$ cat src/rtl/ps2_keyboard_if.sv
// Consumer-side byte stream of the PS/2 keyboard receiver.
// The receiver drives data/valid as master; the CPU port or keyboard
// controller returns ready as slave.
interface ps2_keyboard_if;
  logic [7:0] data;
  logic       valid;
  logic       ready;

  modport master (output data, output valid, input ready);
  modport slave  (input data, input valid, output ready);
endinterface

$ cat src/rtl/ps2_keyboard.sv
// PS/2 keyboard receiver: synchronizes and de-glitches the raw PS2_CLK and
// PS2_DAT pins, decodes 11-bit device-to-host frames, and queues good
// scan-code bytes in a small FIFO drained over a valid/ready handshake.
// The PS/2 lines are only ever sampled, never driven.
// Optional feature macro: PS2_PARITY_CHECK_EN. When it is defined, frames with
// bad odd parity are rejected. When it is undefined, only the stop bit is
// checked.
module ps2_keyboard #(
  parameter int FILTER  = 8,
  parameter int TIMEOUT = 50000,
  parameter int FIFO_AW = 3
) (
  input  logic           clock,
  input  logic           reset_n,
  input  logic           ps2_clk,
  input  logic           ps2_dat,
  ps2_keyboard_if.master bus,
  output logic           err,
  output logic           overflow,
  input  logic           ovf_clr
);

  localparam int FCW   = $clog2(FILTER + 1);
  localparam int TCW   = $clog2(TIMEOUT + 1);
  localparam int DEPTH = 1 << FIFO_AW;

  typedef enum logic [1:0] {IDLE, SHIFT, CHECK} state_t;

  logic [1:0]       clk_sync, dat_sync;
  logic             clk_filt, dat_filt;
  logic [FCW-1:0]   clk_cnt, dat_cnt;
  logic             fall;

  state_t           state;
  logic [3:0]       bit_cnt;
  logic [9:0]       shreg;
  logic [TCW-1:0]   to_cnt;
  logic             frame_ok;
  logic             push_req;

  logic [7:0]       mem [DEPTH];
  logic [FIFO_AW:0] wr_ptr, rd_ptr, rd_next;
  logic [7:0]       data_q;
  logic             empty, full, pop, push_ok;

  // Two-flop synchronizers bring the asynchronous pins into the clock domain.
  always_ff @(posedge clock or negedge reset_n) begin
    if (!reset_n) begin
      clk_sync <= 2'b11;
      dat_sync <= 2'b11;
    end else begin
      clk_sync <= {clk_sync[0], ps2_clk};
      dat_sync <= {dat_sync[0], ps2_dat};
    end
  end

  // Glitch filters: a line only changes after FILTER equal samples; the clock
  // filter also raises a one-cycle strobe when its level goes high to low.
  always_ff @(posedge clock or negedge reset_n) begin
    if (!reset_n) begin
      clk_filt <= 1'b1;
      dat_filt <= 1'b1;
      clk_cnt  <= '0;
      dat_cnt  <= '0;
      fall     <= 1'b0;
    end else begin
      fall <= clk_filt && !clk_sync[1] && (clk_cnt == FCW'(FILTER - 1));
      if (clk_sync[1] == clk_filt) begin
        clk_cnt <= '0;
      end else if (clk_cnt == FCW'(FILTER - 1)) begin
        clk_filt <= clk_sync[1];
        clk_cnt  <= '0;
      end else begin
        clk_cnt <= clk_cnt + FCW'(1);
      end
      if (dat_sync[1] == dat_filt) begin
        dat_cnt <= '0;
      end else if (dat_cnt == FCW'(FILTER - 1)) begin
        dat_filt <= dat_sync[1];
        dat_cnt  <= '0;
      end else begin
        dat_cnt <= dat_cnt + FCW'(1);
      end
    end
  end

`ifdef PS2_PARITY_CHECK_EN
  assign frame_ok = shreg[9] && (^shreg[8:0]);
`else
  assign frame_ok = shreg[9];
`endif

  assign push_req = (state == CHECK) && frame_ok;

  // Frame decoder: start bit, then 8 data + parity + stop shifted in LSB
  // first, one CHECK cycle, and an abort if the PS/2 clock stalls mid-frame.
  always_ff @(posedge clock or negedge reset_n) begin
    if (!reset_n) begin
      state   <= IDLE;
      bit_cnt <= '0;
      shreg   <= '0;
      to_cnt  <= '0;
      err     <= 1'b0;
    end else begin
      err <= 1'b0;
      case (state)
        IDLE: begin
          to_cnt <= '0;
          if (fall && !dat_filt) begin
            state   <= SHIFT;
            bit_cnt <= '0;
          end
        end
        SHIFT: begin
          if (fall) begin
            shreg  <= {dat_filt, shreg[9:1]};
            to_cnt <= '0;
            if (bit_cnt == 4'd9) begin
              state <= CHECK;
            end else begin
              bit_cnt <= bit_cnt + 4'd1;
            end
          end else if (to_cnt == TCW'(TIMEOUT)) begin
            state  <= IDLE;
            to_cnt <= '0;
            err    <= 1'b1;
          end else begin
            to_cnt <= to_cnt + TCW'(1);
          end
        end
        CHECK: begin
          err   <= !frame_ok;
          state <= IDLE;
        end
        default: state <= IDLE;
      endcase
    end
  end

  assign empty   = (wr_ptr == rd_ptr);
  assign full    = (wr_ptr[FIFO_AW] != rd_ptr[FIFO_AW]) &&
                   (wr_ptr[FIFO_AW-1:0] == rd_ptr[FIFO_AW-1:0]);
  assign pop     = !empty && bus.ready;
  assign push_ok = push_req && (!full || pop);
  assign rd_next = rd_ptr + (FIFO_AW + 1)'(pop);

  // FIFO storage; a full FIFO only accepts a byte if a pop frees a slot.
  always_ff @(posedge clock) begin
    if (push_ok) begin
      mem[wr_ptr[FIFO_AW-1:0]] <= shreg[7:0];
    end
  end

  // Pointers, head-byte register and sticky overflow flag; the head register
  // bypasses the incoming byte when it lands in an otherwise empty FIFO.
  always_ff @(posedge clock or negedge reset_n) begin
    if (!reset_n) begin
      wr_ptr   <= '0;
      rd_ptr   <= '0;
      data_q   <= 8'h00;
      overflow <= 1'b0;
    end else begin
      wr_ptr <= wr_ptr + (FIFO_AW + 1)'(push_ok);
      rd_ptr <= rd_next;
      if (push_ok && (rd_next == wr_ptr)) begin
        data_q <= shreg[7:0];
      end else if (rd_next != wr_ptr) begin
        data_q <= mem[rd_next[FIFO_AW-1:0]];
      end
      if (push_req && full && !pop) begin
        overflow <= 1'b1;
      end else if (ovf_clr) begin
        overflow <= 1'b0;
      end
    end
  end

  assign bus.valid = !empty;
  assign bus.data  = data_q;

endmodule

$ cat src/flat_wrapper.sv
// flat-port wrapper written by rule: the top's interface ports become plain ports
module ps2_keyboard_flat 
#(
  parameter int FILTER  = 8,
  parameter int TIMEOUT = 50000,
  parameter int FIFO_AW = 3
)
  (clock, reset_n, ps2_clk, ps2_dat, err, overflow, ovf_clr, bus_data, bus_valid, bus_ready);
  ps2_keyboard_if bus_i ();
  input  logic clock;
  input  logic reset_n;
  input  logic ps2_clk;
  input  logic ps2_dat;
  output logic err;
  output logic overflow;
  input  logic ovf_clr;
  output wire logic [$bits(bus_i.data)-1:0] bus_data;
  output wire logic [$bits(bus_i.valid)-1:0] bus_valid;
  input wire logic [$bits(bus_i.ready)-1:0] bus_ready;
  assign bus_data = bus_i.data;
  assign bus_valid = bus_i.valid;
  assign bus_i.ready = bus_ready;
  ps2_keyboard #(.FILTER(FILTER), .TIMEOUT(TIMEOUT), .FIFO_AW(FIFO_AW)) u_core (.clock(clock), .reset_n(reset_n), .ps2_clk(ps2_clk), .ps2_dat(ps2_dat), .bus(bus_i), .err(err), .overflow(overflow), .ovf_clr(ovf_clr));
endmodule
$ cat config.mk
export PLATFORM = sky130hd
export DESIGN_NAME = ps2_keyboard_flat
export DESIGN_NICKNAME = d
export VERILOG_FILES = /design/src/rtl/ps2_keyboard_if.sv /design/src/rtl/ps2_keyboard.sv /design/src/flat_wrapper.sv
export SDC_FILE = /design/constraint.sdc
export NUM_CORES = 1
export LEC_CHECK = 0
export CAP_MARGIN = 20
export CORE_ASPECT_RATIO = 0.7
export CORE_UTILIZATION = 60
export CTS_CLUSTER_SIZE = 24
export DETAILED_ROUTE_END_ITERATION = 10
export PLACE_DENSITY = 0.8
export SYNTH_ARGS = -nofsm -noshare
export SYNTH_HDL_FRONTEND = slang
export SYNTH_SLANG_ARGS = --single-unit
$ cat constraint.sdc
create_clock -name clock -period 3.9 [get_ports clock]
set_input_delay 0.78 -clock clock [delete_from_list [all_inputs] [get_ports clock]]
set_output_delay 0.78 -clock clock [all_outputs]
set_load 0.05 [all_outputs]
After elaboration in Yosys (flattened, before gate mapping)
Memories as Yosys holds them, arrays and structs flattened.
Cells that the tools add are included.
W data, S select, Z words.
{ "totals": {"reg_bits": 65, "ramBits": 64, "input_bits": 6, "output_inout_bits": 11, "wordCells": 94, "memories": 1} }
{ "memory_table": {"columns": ["name", "words", "word_bits", "read_ports", "rd_clocked_by_memory_dff", "wr", "line", "rtl"], "rows": [
  ["u_core.mem", 8, 8, 1, 0, 1, "ps2_keyboard.sv:41", "logic [7:0] mem [DEPTH];"]
]} }
{ "op_classes": {"add_sub_neg": 6, "n_eq_ne": 18, "mux": 25, "bitwise": 2, "n_reduce_logical": 26} }
{ "ops": {"columns": ["operator", "n"], "rows": [
  ["$mux W16", 2],
  ["$pmux W16 S2", 1],
  ["$mux W4", 7],
  ["$add A16 B1 Y16 const B", 1],
  ["$eq A16 B16 Y1 const B", 1],
  ["$mux W8", 2],
  ["$add A4 B1 Y4 const B", 3],
  ["$logic_and A1 B1 Y1", 10],
  ["$add A4 B1 Y4", 2],
  ["$eq A4 B3 Y1 const B", 2],
  ["$eq A4 B4 Y1", 2],
  ["$mux W2", 4],
  ["$pmux W4 S2", 1],
  ["$logic_not A1 Y1", 6],
  ["$mux W1", 6],
  ["$reduce_and A2 Y1", 3],
  ["$reduce_bool A2 Y1", 3],
  ["$eq A4 B4 Y1 const B", 1],
  ["$ne A2 B1 Y1 const B", 2],
  ["$ne A4 B4 Y1", 1],
  ["$pmux W2 S2", 1],
  ["$reduce_and A4 Y1", 1],
  ["$eq A3 B3 Y1", 1],
  ["$ne A3 B1 Y1 const B", 1],
  ["11 further kinds", 13]
]} }

Logic depth before layout (Yosys ltp)
Gate-level depths: netlist of run 1.
{ "depth": {"word_depth": 7, "ltp_mapped": 13, "ltp_nobuf": 11} }

Worst setup path after synthesis of run 1
OpenSTA, ideal clock, no wires.
{ "synth_timing": {"path_type": "register to register", "from": "register u_core.wr_ptr[0]", "to": "register u_core.data_q[6] (netlist: u_core.bus.data[6])", "setup_ns": 0.142, "arrival_ns": 3.196, "t_required_ns": 3.758, "path_slack_ns": 0.561, "path_stages_with_launch": 13, "path_buffers": 3, "period_less_slack_ns": 3.339, "cell_sequence": "dfrtp_1 -> buf_2 -> xor2_1 -> nor3_1 -> nand2_1 -> and2_1 -> ha_1 -> ha_1 -> clkbuf_1 -> clkbuf_1 -> mux4_2 -> nor3b_1 -> a221oi_1"} }
{ "synth_via": {"elab_chain_len": 7, "elab_cells_between_ends": 16, "cone_classes": "add/sub: 1; eq/ne: 4; mux: 2; reduce/logical: 8; memory: 1"} }
{ "synth_lines": {"columns": ["item", "line", "rtl"], "rows": [
  ["start: declaration", "ps2_keyboard.sv:42", "logic [FIFO_AW:0] wr_ptr, rd_ptr, rd_next;"],
  ["start signal: assignment", "ps2_keyboard.sv:163", "wr_ptr <= wr_ptr + (FIFO_AW + 1)'(push_ok);"],
  ["$eq A4 B4 Y1 (*)", "ps2_keyboard.sv:140", "assign empty = (wr_ptr == rd_ptr);"],
  ["$logic_not A1 Y1 (*)", null, null],
  ["via bus_valid", "flat_wrapper.sv:18", "output wire logic [$bits(bus_i.valid)-1:0] bus_valid;"],
  ["$logic_and A1 B1 Y1 (*)", "ps2_keyboard.sv:143", "assign pop = !empty && bus.ready;"],
  ["$add A4 B1 Y4 (*)", "ps2_keyboard.sv:145", "assign rd_next = rd_ptr + (FIFO_AW + 1)'(pop);"],
  ["via u_core.rd_next[1]", "ps2_keyboard.sv:42", null],
  ["$mem_v2 Z8 W8 / $eq A4 B4 Y1 (equally long branches)", null, null],
  ["$mux W8 / $logic_and A1 B1 Y1 (equally long branches)", "ps2_keyboard.sv:167, ps2_keyboard.sv:165", null],
  ["$mux W8 / $reduce_bool A2 Y1 (equally long branches)", null, null],
  ["end signal: assignment", "ps2_keyboard.sv:166", "data_q <= shreg[7:0];"],
  ["end signal: assignment", "ps2_keyboard.sv:168", "data_q <= mem[rd_next[FIFO_AW-1:0]];"],
  ["end: declaration", "ps2_keyboard.sv:43", "logic [7:0] data_q;"]
]} }
Mark *: on every way through the listed nets, which the timed path passes. The rest lies on a longest branch. The select of a mux whose other input is x is not followed.
A chain may end at the register's enable or synchronous reset.

Final worst setup path of run 1
{ "layout_timing": {"from": "register u_core.wr_ptr[2]", "to": "register u_core.data_q[3] (netlist: u_core.bus.data[3])"} }
{ "layout_via": {"elab_chain_len": 7, "elab_cells_between_ends": 16, "cone_classes": "add/sub: 1; eq/ne: 4; mux: 2; reduce/logical: 8; memory: 1"} }
{ "layout_lines": {"columns": ["item", "line"], "rows": [
  ["$eq A4 B4 Y1 (*)", "ps2_keyboard.sv:140"],
  ["$logic_not A1 Y1 (*)", "ps2_keyboard.sv:143"],
  ["$logic_and A1 B1 Y1 (*)", "ps2_keyboard.sv:143"],
  ["$add A4 B1 Y4 (*)", "ps2_keyboard.sv:145"],
  ["via u_core.rd_next[1]", "ps2_keyboard.sv:42"],
  ["$mem_v2 Z8 W8 / $eq A4 B4 Y1 (equally long branches)", null],
  ["$mux W8 / $logic_and A1 B1 Y1 (equally long branches)", "ps2_keyboard.sv:167, ps2_keyboard.sv:165"],
  ["$mux W8 / $reduce_bool A2 Y1 (equally long branches)", null]
]} }
Marks and branches as above.

==> results of run 1 <==
[critical path: cells and delay by family (launching register included)]
| family | cells | cell delay [ns] |
|---|---|---|
| and+or+nand+nor | 6 | 1.09 |
| adders and majority gates | 2 | 0.52 |
| DFF | 1 | 0.52 |
| AOI/OAI and AO/OA | 1 | 0.49 |
| xor gates and xnor gates | 2 | 0.36 |
[cell families after synthesis]
family	after synthesis	synth area share, %
AND/OR/NAND/NOR	117	10.8
flip-flops	129	64.0
AO/OA/AOI/OAI	54	6.31
XOR/XNOR	20	3.15
adder cells (fa/ha/maj)	14	3.15
buffers and inverters	27	2.07
multiplexers	37	10.5
[through the flow]
stage,cells,instance area (µm²),utilization (%)
final,567,6500,74.5
after global placement,534,5900,67.7
after CTS,566,6470,74.2
after floorplan,398,5560,-
after detailed placement,534,5900,67.7
after global routing,567,6500,74.5
[Yosys cell counts, types with 3 or more instances]
cell type	n
o21ai_0	22
nor2b_1	3
a21oi_1	7
nor3_1	10
inv_1	11
dfrtp_1	59
nand3_1	12
mux2i_1	9
ha_1	14
xor2_1	10
and2_1	6
nand4_1	4
buf_2	4
nor2_1	35
mux4_2	16
o31ai_1	5
nand2_1	20
edfxtp_1	64
a222oi_1	7
mux2_2	12
a31oi_1	5
and3_1	6
dfstp_2	6
xnor2_1	10
nand2b_1	8
clkbuf_1	9
[path summary, 6_finish.rpt]
path / from / to / slack (ns) / cells past startpoint
worst max-delay path: u_core.wr_ptr[2] / u_core.bus.data[3] / 0.79 / 11
worst min-delay path: reset_n / u_core.bus.data[5] / 0.34 / 1
worst max register to register: u_core.wr_ptr[2] / u_core.bus.data[3] / 0.79 / 11
worst min register to register: u_core.clk_sync[0] / u_core.clk_sync[1] / 0.36 / 0
max in group asynchronous: reset_n / u_core.to_cnt[5] / 2.77 / 3
min in group clock: u_core.clk_sync[0] / u_core.clk_sync[1] / 0.36 / 0
[where the power goes]
| part | switching, µW | internal (µW) |
|---|---|---|
| registers | 28.0 | 1460 |
| logic | 45.2 | 43.1 |
| clock network | 530 | 950 |
[placed cells by master (no fill, tap or decap), drive strengths merged, types with 5 or more instances in the layout]
| cell | count |
|---|---|
| mux2i | 9 |
| clkdlybuf4s50 | 15 |
| and3 | 6 |
| buf | 17 |
| nand3 | 12 |
| a21oi | 7 |
| dfstp | 6 |
| mux2 | 12 |
| inv | 12 |
| o21ai | 22 |
| nor2 | 35 |
| ha | 14 |
| edfxtp | 64 |
| clkbuf | 29 |
| xor2 | 10 |
| a222oi | 7 |
| mux4 | 16 |
| and2 | 6 |
| nand2b | 8 |
| xnor2 | 10 |
| nor3 | 10 |
| dfrtp | 59 |
| o31ai | 5 |
| a31oi | 5 |
| nand2 | 20 |
[flip-flops by register name (all words and copies together) (netlist names), 2 cells and up]
name and count:
u_core.mem 64, u_core.dat_sync 2, u_core.wr_ptr 4, u_core.shreg 10, u_core.clk_cnt 4, u_core.state 2, u_core.to_cnt 16, u_core.bit_cnt 4
u_core.clk_sync 2, u_core.bus.data 8, u_core.rd_ptr 4, u_core.dat_cnt 4
[layer usage]
metal | vias to the layer above | part of all wire [%] | GRT usage [%]
li1 | 1564 | - | -
met1 | 1746 | 43 | 37.5
met2 | 169 | 46 | 41.1
met3 | 31 | 8.2 | 7.59
met4 | 0 | 2.3 | 12.0
met5 | - | 0 | 0
[layout make-up]
class / instances / area [µm²]
tap: 120 / 150
clock inverter: 3 / 17.5
timing repair buffer: 32 / 295
multi-input combinational: 242 / 1880
sequential: 129 / 3560
inverter: 12 / 45.0
fill: 524 / 2220
clock buffer: 29 / 552
==> impl_metrics.csv, run 1 <==
group,metric,value,unit
critical_path,endpoint_kind,"flip-flop",
cts,cts_tree,"built",
drt,vias,3510,
critical_path,required,4.18,ns
drt,drtIter0Drc,363,
drt,drt_pass1_iterations,6,
floorplan,pin_count,17,
sta,finalSetupViolCount,0,
power,ir_drop,0.325,mV
critical_path,cp-start-kind,"flip-flop",
synth,avgSynthCellArea,14.0,µm²
synth,synth.top_cell.area_share,34.6,%
synth,synth_enable_flop_cells,64,
synth,synth_fp_nets,418,
cts,path_clk_slew,0.05,ns
critical_path,critical_path_class,"flip-flop to flip-flop",
worst_hold_path,hold_path_class,"primary input to async pin",
floorplan,die_w,117,µm
layout,layout-drive-gt1-share,18.3,%
cts,cts.path.max_buffers,2,
cts,postCtsSetupBuffers,0,
sta,grt_setup_unrepaired,"false",
status,outcome,"finished clean",
floorplan,core_area,8720,µm²
synth,synth-seq-area-share,64.0,%
synth,synth_top_area_cell,"edfxtp_1",
critical_path,worstPathCellList,"xor2_1, nor3_1, nand2_1, and2_1, ha_1, ha_1, xor2_1, nor2_1, and2_1, nand2_1, a222oi_1",
layout,num-nets-final,454,
drt,drc,0,
layout,diodes,0,
drt,wirelength,11.3,mm
critical_path,critPathArrivalTime,3.39,ns
critical_path,critPathMaxFanout,12,
power,cellLeakagePower,0.00271,µW
layout,synthToLayoutAreaGrowth,17.0,%
drt,viasPerCell,6.19,
sta,fin_crit_sh,79.7,%
floorplan,rows,28,
cts,root_buffer,"clkbuf_16",
synth,synth_seq_cells,129,
synth,synth_area,5560,µm²
cts,cts_made_buffers,17,
floorplan,die_y,82.5,µm
cts,worstSkewPairLatency,0.42,ns
sta,hold-worst-slack,0.339,ns
cts,hold_buffers,0,
cts,cts.sinks,129,
cts,ctsResizeCount,0,
global_routing,grtUsageTotal,27.2,%
drt,wl_per_cell,20.0,µm
sta,fin_ws,0.790,ns
drt,postRouteAntennaNets,0,
sta,fmax,322,MHz
sta,post-route-min-period,3.11,ns
floorplan,die_area,9650,µm²
synth,synth-main-ff-cell,"edfxtp_1",
power,pwr_density_cell,470,nW/µm²
synth,synth.distinct_cells,45,
global_routing,grt_first_pass_wirelength,18.1,mm
run,cap_violations,0,
synth,synthCells,398,
global_routing,grt_max_degree,44,
sta,worst_slew_pin_slew,0.991,ns
floorplan,start_util,63.7,%
placed_design,place.port_buffers,16,
sta,maxSlewViolCount,0,
global_routing,grt_antenna_before_repair,0,
sta,maxSlewHeadroom,33.7,%
global_routing,overflow,0,
critical_path,critPathMaxStageDelay,0.52,ns
placed_design,hpwl,7.16,mm
global_routing,grt_pass1_vias,3439,
placed_design,pre_cts_ws,0.731,ns
sta,hold_viol_final,0,
placed_design,routabilityCongestion,0.829,
sta,setup_tns,0,ns
critical_path,critPathSlowestCell,"dfrtp_1",
sta,skew,0.0115,ns
cts,htreeDepth,4,
synth,synth_area_leaders,"edfxtp_1, dfrtp_1, mux4_2",
synth,synthArstFlopShare,50.4,%
power,p_total,3050,µW
synth,yosys_warnings,0,
Note: power is estimated with default switching activity, not from simulation.
==> run 2, diff against run 1 <==
==> constraint.sdc (replaced) <==
create_clock -name clock -period 3.05 [get_ports clock]
set_input_delay 0.61 -clock clock [delete_from_list [all_inputs] [get_ports clock]]
set_output_delay 0.61 -clock clock [all_outputs]
set_load 0.05 [all_outputs]
==> run 2 against run 1 <==
Effect of this change:
- global-route usage shrank 0.44 points
- critical path type unchanged
- critical endpoint is now u_core.bus.data[7]
- die area unchanged
- clock-buffer cell count fell by 12
- combinational power grew 22%
- largest power group is now clock
==> impl_metrics.csv, run 2 (synthesis results as in run 1) <==
group,metric,value,unit
status,outcome,"finished clean",
critical_path,critPathSlowestCell,"dfrtp_1",
critical_path,critPathMaxFanout,7,
drt,wl_per_cell,19.9,µm
cts,cts_tree,"built",
cts,cts.sinks,129,
cts,htreeDepth,4,
cts,path_clk_slew,0.06,ns
floorplan,die_area,9650,µm²
sta,maxSlewViolCount,0,
cts,worstSkewPairLatency,0.43,ns
sta,fmax,347,MHz
layout,layout_commonest_cell,"edfxtp_1",
placed_design,routabilityCongestion,0.846,
critical_path,endpoint_kind,"flip-flop",
layout,final_util,74.9,%
sta,maxSlewHeadroom,29.3,%
critical_path,worstPathCellList,"xor2_1, nor3_1, nand2_2, and2_1, ha_1, ha_1, xor2_1, nor2_1, and2_1, nand2_1, a222oi_1",
global_routing,grt_max_degree,66,
critical_path,critical_path_class,"flip-flop to flip-flop",
sta,fin_crit_sh,94.4,%
layout,final_cell_mix,"edfxtp_1, dfrtp_1, nor2_1, o21ai_0, nand2_1",
cts,cts.path.max_buffers,2,
cts,root_buffer,"clkbuf_16",
drt,viasPerCell,6.15,
drt,wirelength,11.3,mm
global_routing,overflow,0,
sta,finalSetupViolCount,0,
power,p_total,3960,µW
sta,worst_slew_pin_slew,1.06,ns
drt,vias,3507,
layout,largest_reg_flops,64,
drt,drt_pass1_iterations,7,
worst_hold_path,hold_path_class,"flip-flop to flip-flop",
floorplan,rows,28,
critical_path,cp-start-kind,"flip-flop",
power,pwr_density_cell,606,nW/µm²
placed_design,dp_cells,537,
cts,cts_made_buffers,17,
run,cap_violations,0,
layout,synthToLayoutAreaGrowth,17.5,%
critical_path,critPathMaxStageDelay,0.43,ns
layout,diodes,0,
floorplan,die_y,82.5,µm
placed_design,hpwl,7.21,mm
power,cellLeakagePower,0.00272,µW
critical_path,required,3.34,ns
layout,final_cells,570,
drt,drtIter0Drc,411,
floorplan,start_util,63.7,%
sta,grt_setup_unrepaired,"false",
layout,num-nets-final,457,
cts,ctsResizeCount,0,
drt,postRouteAntennaNets,0,
sta,setup_tns,0,ns
critical_path,critPathArrivalTime,3.17,ns
layout,layout-drive-gt1-share,20.2,%
sta,skew,0.0120,ns
critical_path,ff2ff_path_depth,11,
sta,post-route-min-period,2.88,ns
power,ir_drop,0.569,mV
floorplan,pin_count,17,
sta,hold_viol_final,0,
cts,hold_buffers,0,
floorplan,core_area,8720,µm²
global_routing,grt_first_pass_wirelength,17.8,mm
global_routing,grtUsageTotal,26.8,%
sta,hold-worst-slack,0.362,ns
drt,drc,0,
floorplan,die_w,117,µm
worst_hold_path,whs_path_depth,0,
global_routing,grt_pass1_vias,3329,
placed_design,place.port_buffers,16,
global_routing,grt_antenna_before_repair,0,
run 2: changes by cell type in the layout (fill, tap and decap cells not counted), sizes merged:
cell      previous run  this run
clkinv               2         4
inv                 12        19
buf                 17        20
clkbuf              29        17
bufinv               0         1
clkinvlp             1         3
run 2: layer usage:
layer	global-route usage [%]	up-vias	wire (µm)	share of wire [%]
met5	0	-	0	0
met4	10.5	0	191	1.7
met3	8.39	23	948	8.4
met2	39.8	176	5130	45
met1	37.3	1742	5060	45
li1	-	1566	-	-
run 2: final timing paths:
path | startpoint | endpoint | slack (ns)
setup reg to reg | u_core.rd_ptr[2] | u_core.bus.data[7] | 0.17
setup / recovery | u_core.rd_ptr[2] | u_core.bus.data[7] | 0.17
min in group asynchronous | reset_n | u_core.bus.data[7] | 0.37
max in group asynchronous | reset_n | u_core.bus.data[0] | 2.13
hold reg to reg | u_core.dat_sync[0] | u_core.dat_sync[1] | 0.36
hold / removal | u_core.dat_sync[0] | u_core.dat_sync[1] | 0.36
run 2: metrics by stage:
step           setup slack, ns  instance area, µm²
2_1_floorplan           0.0234                5570
3_3_place_gp             0.320                5950
3_5_place_dp             0.141                5950
4_1_cts                  0.158                6520
5_1_grt                0.00815                6530
6_report                 0.170                6530
run 2: layout make-up:
type	count	area, µm²
Clock buffer	17	425
Clock inverter	15	149
Fill cell	525	2190
Inverter	12	45.0
Multi-Input combinational cell	242	1890
Sequential cell	129	3560
Tap cell	120	150
Timing Repair Buffer	35	310
run 2: worst max-delay path, delay by kind of cell, from the launching register on:
family	cells	cell delay, ns
adder cells (fa/ha/maj)	2	0.52
XOR/XNOR	2	0.35
flip-flops	1	0.43
AND/OR/NAND/NOR	6	1.05
AO/OA/AOI/OAI	1	0.40
run 2: power breakdown:
part	total [µW]	internal [µW]	switching, µW	leakage [µW]
Sequential	1900	1860	35.5	0.00155
Combinational	108	50.5	57.1	0.000892
Clock	1950	1140	810	0.000273
run 2: timing repair:
item | in CTS | in global routing
buffers inserted | 0 | 1
endpoints found under the hold margin | 0 | 0
endpoints found under the setup margin | 0 | 3
==> run 3, diff against run 2 <==
--- a/config.mk
+++ b/config.mk
@@ -8,6 +8,7 @@
 export CAP_MARGIN = 20
 export CORE_ASPECT_RATIO = 0.7
 export CORE_UTILIZATION = 60
+export CTS_CLUSTER_DIAMETER = 60
 export CTS_CLUSTER_SIZE = 24
 export DETAILED_ROUTE_END_ITERATION = 10
 export PLACE_DENSITY = 0.8
==> results of run 3 <==
Same layout as run 2: the final DEF is identical, and so are final timing and power.
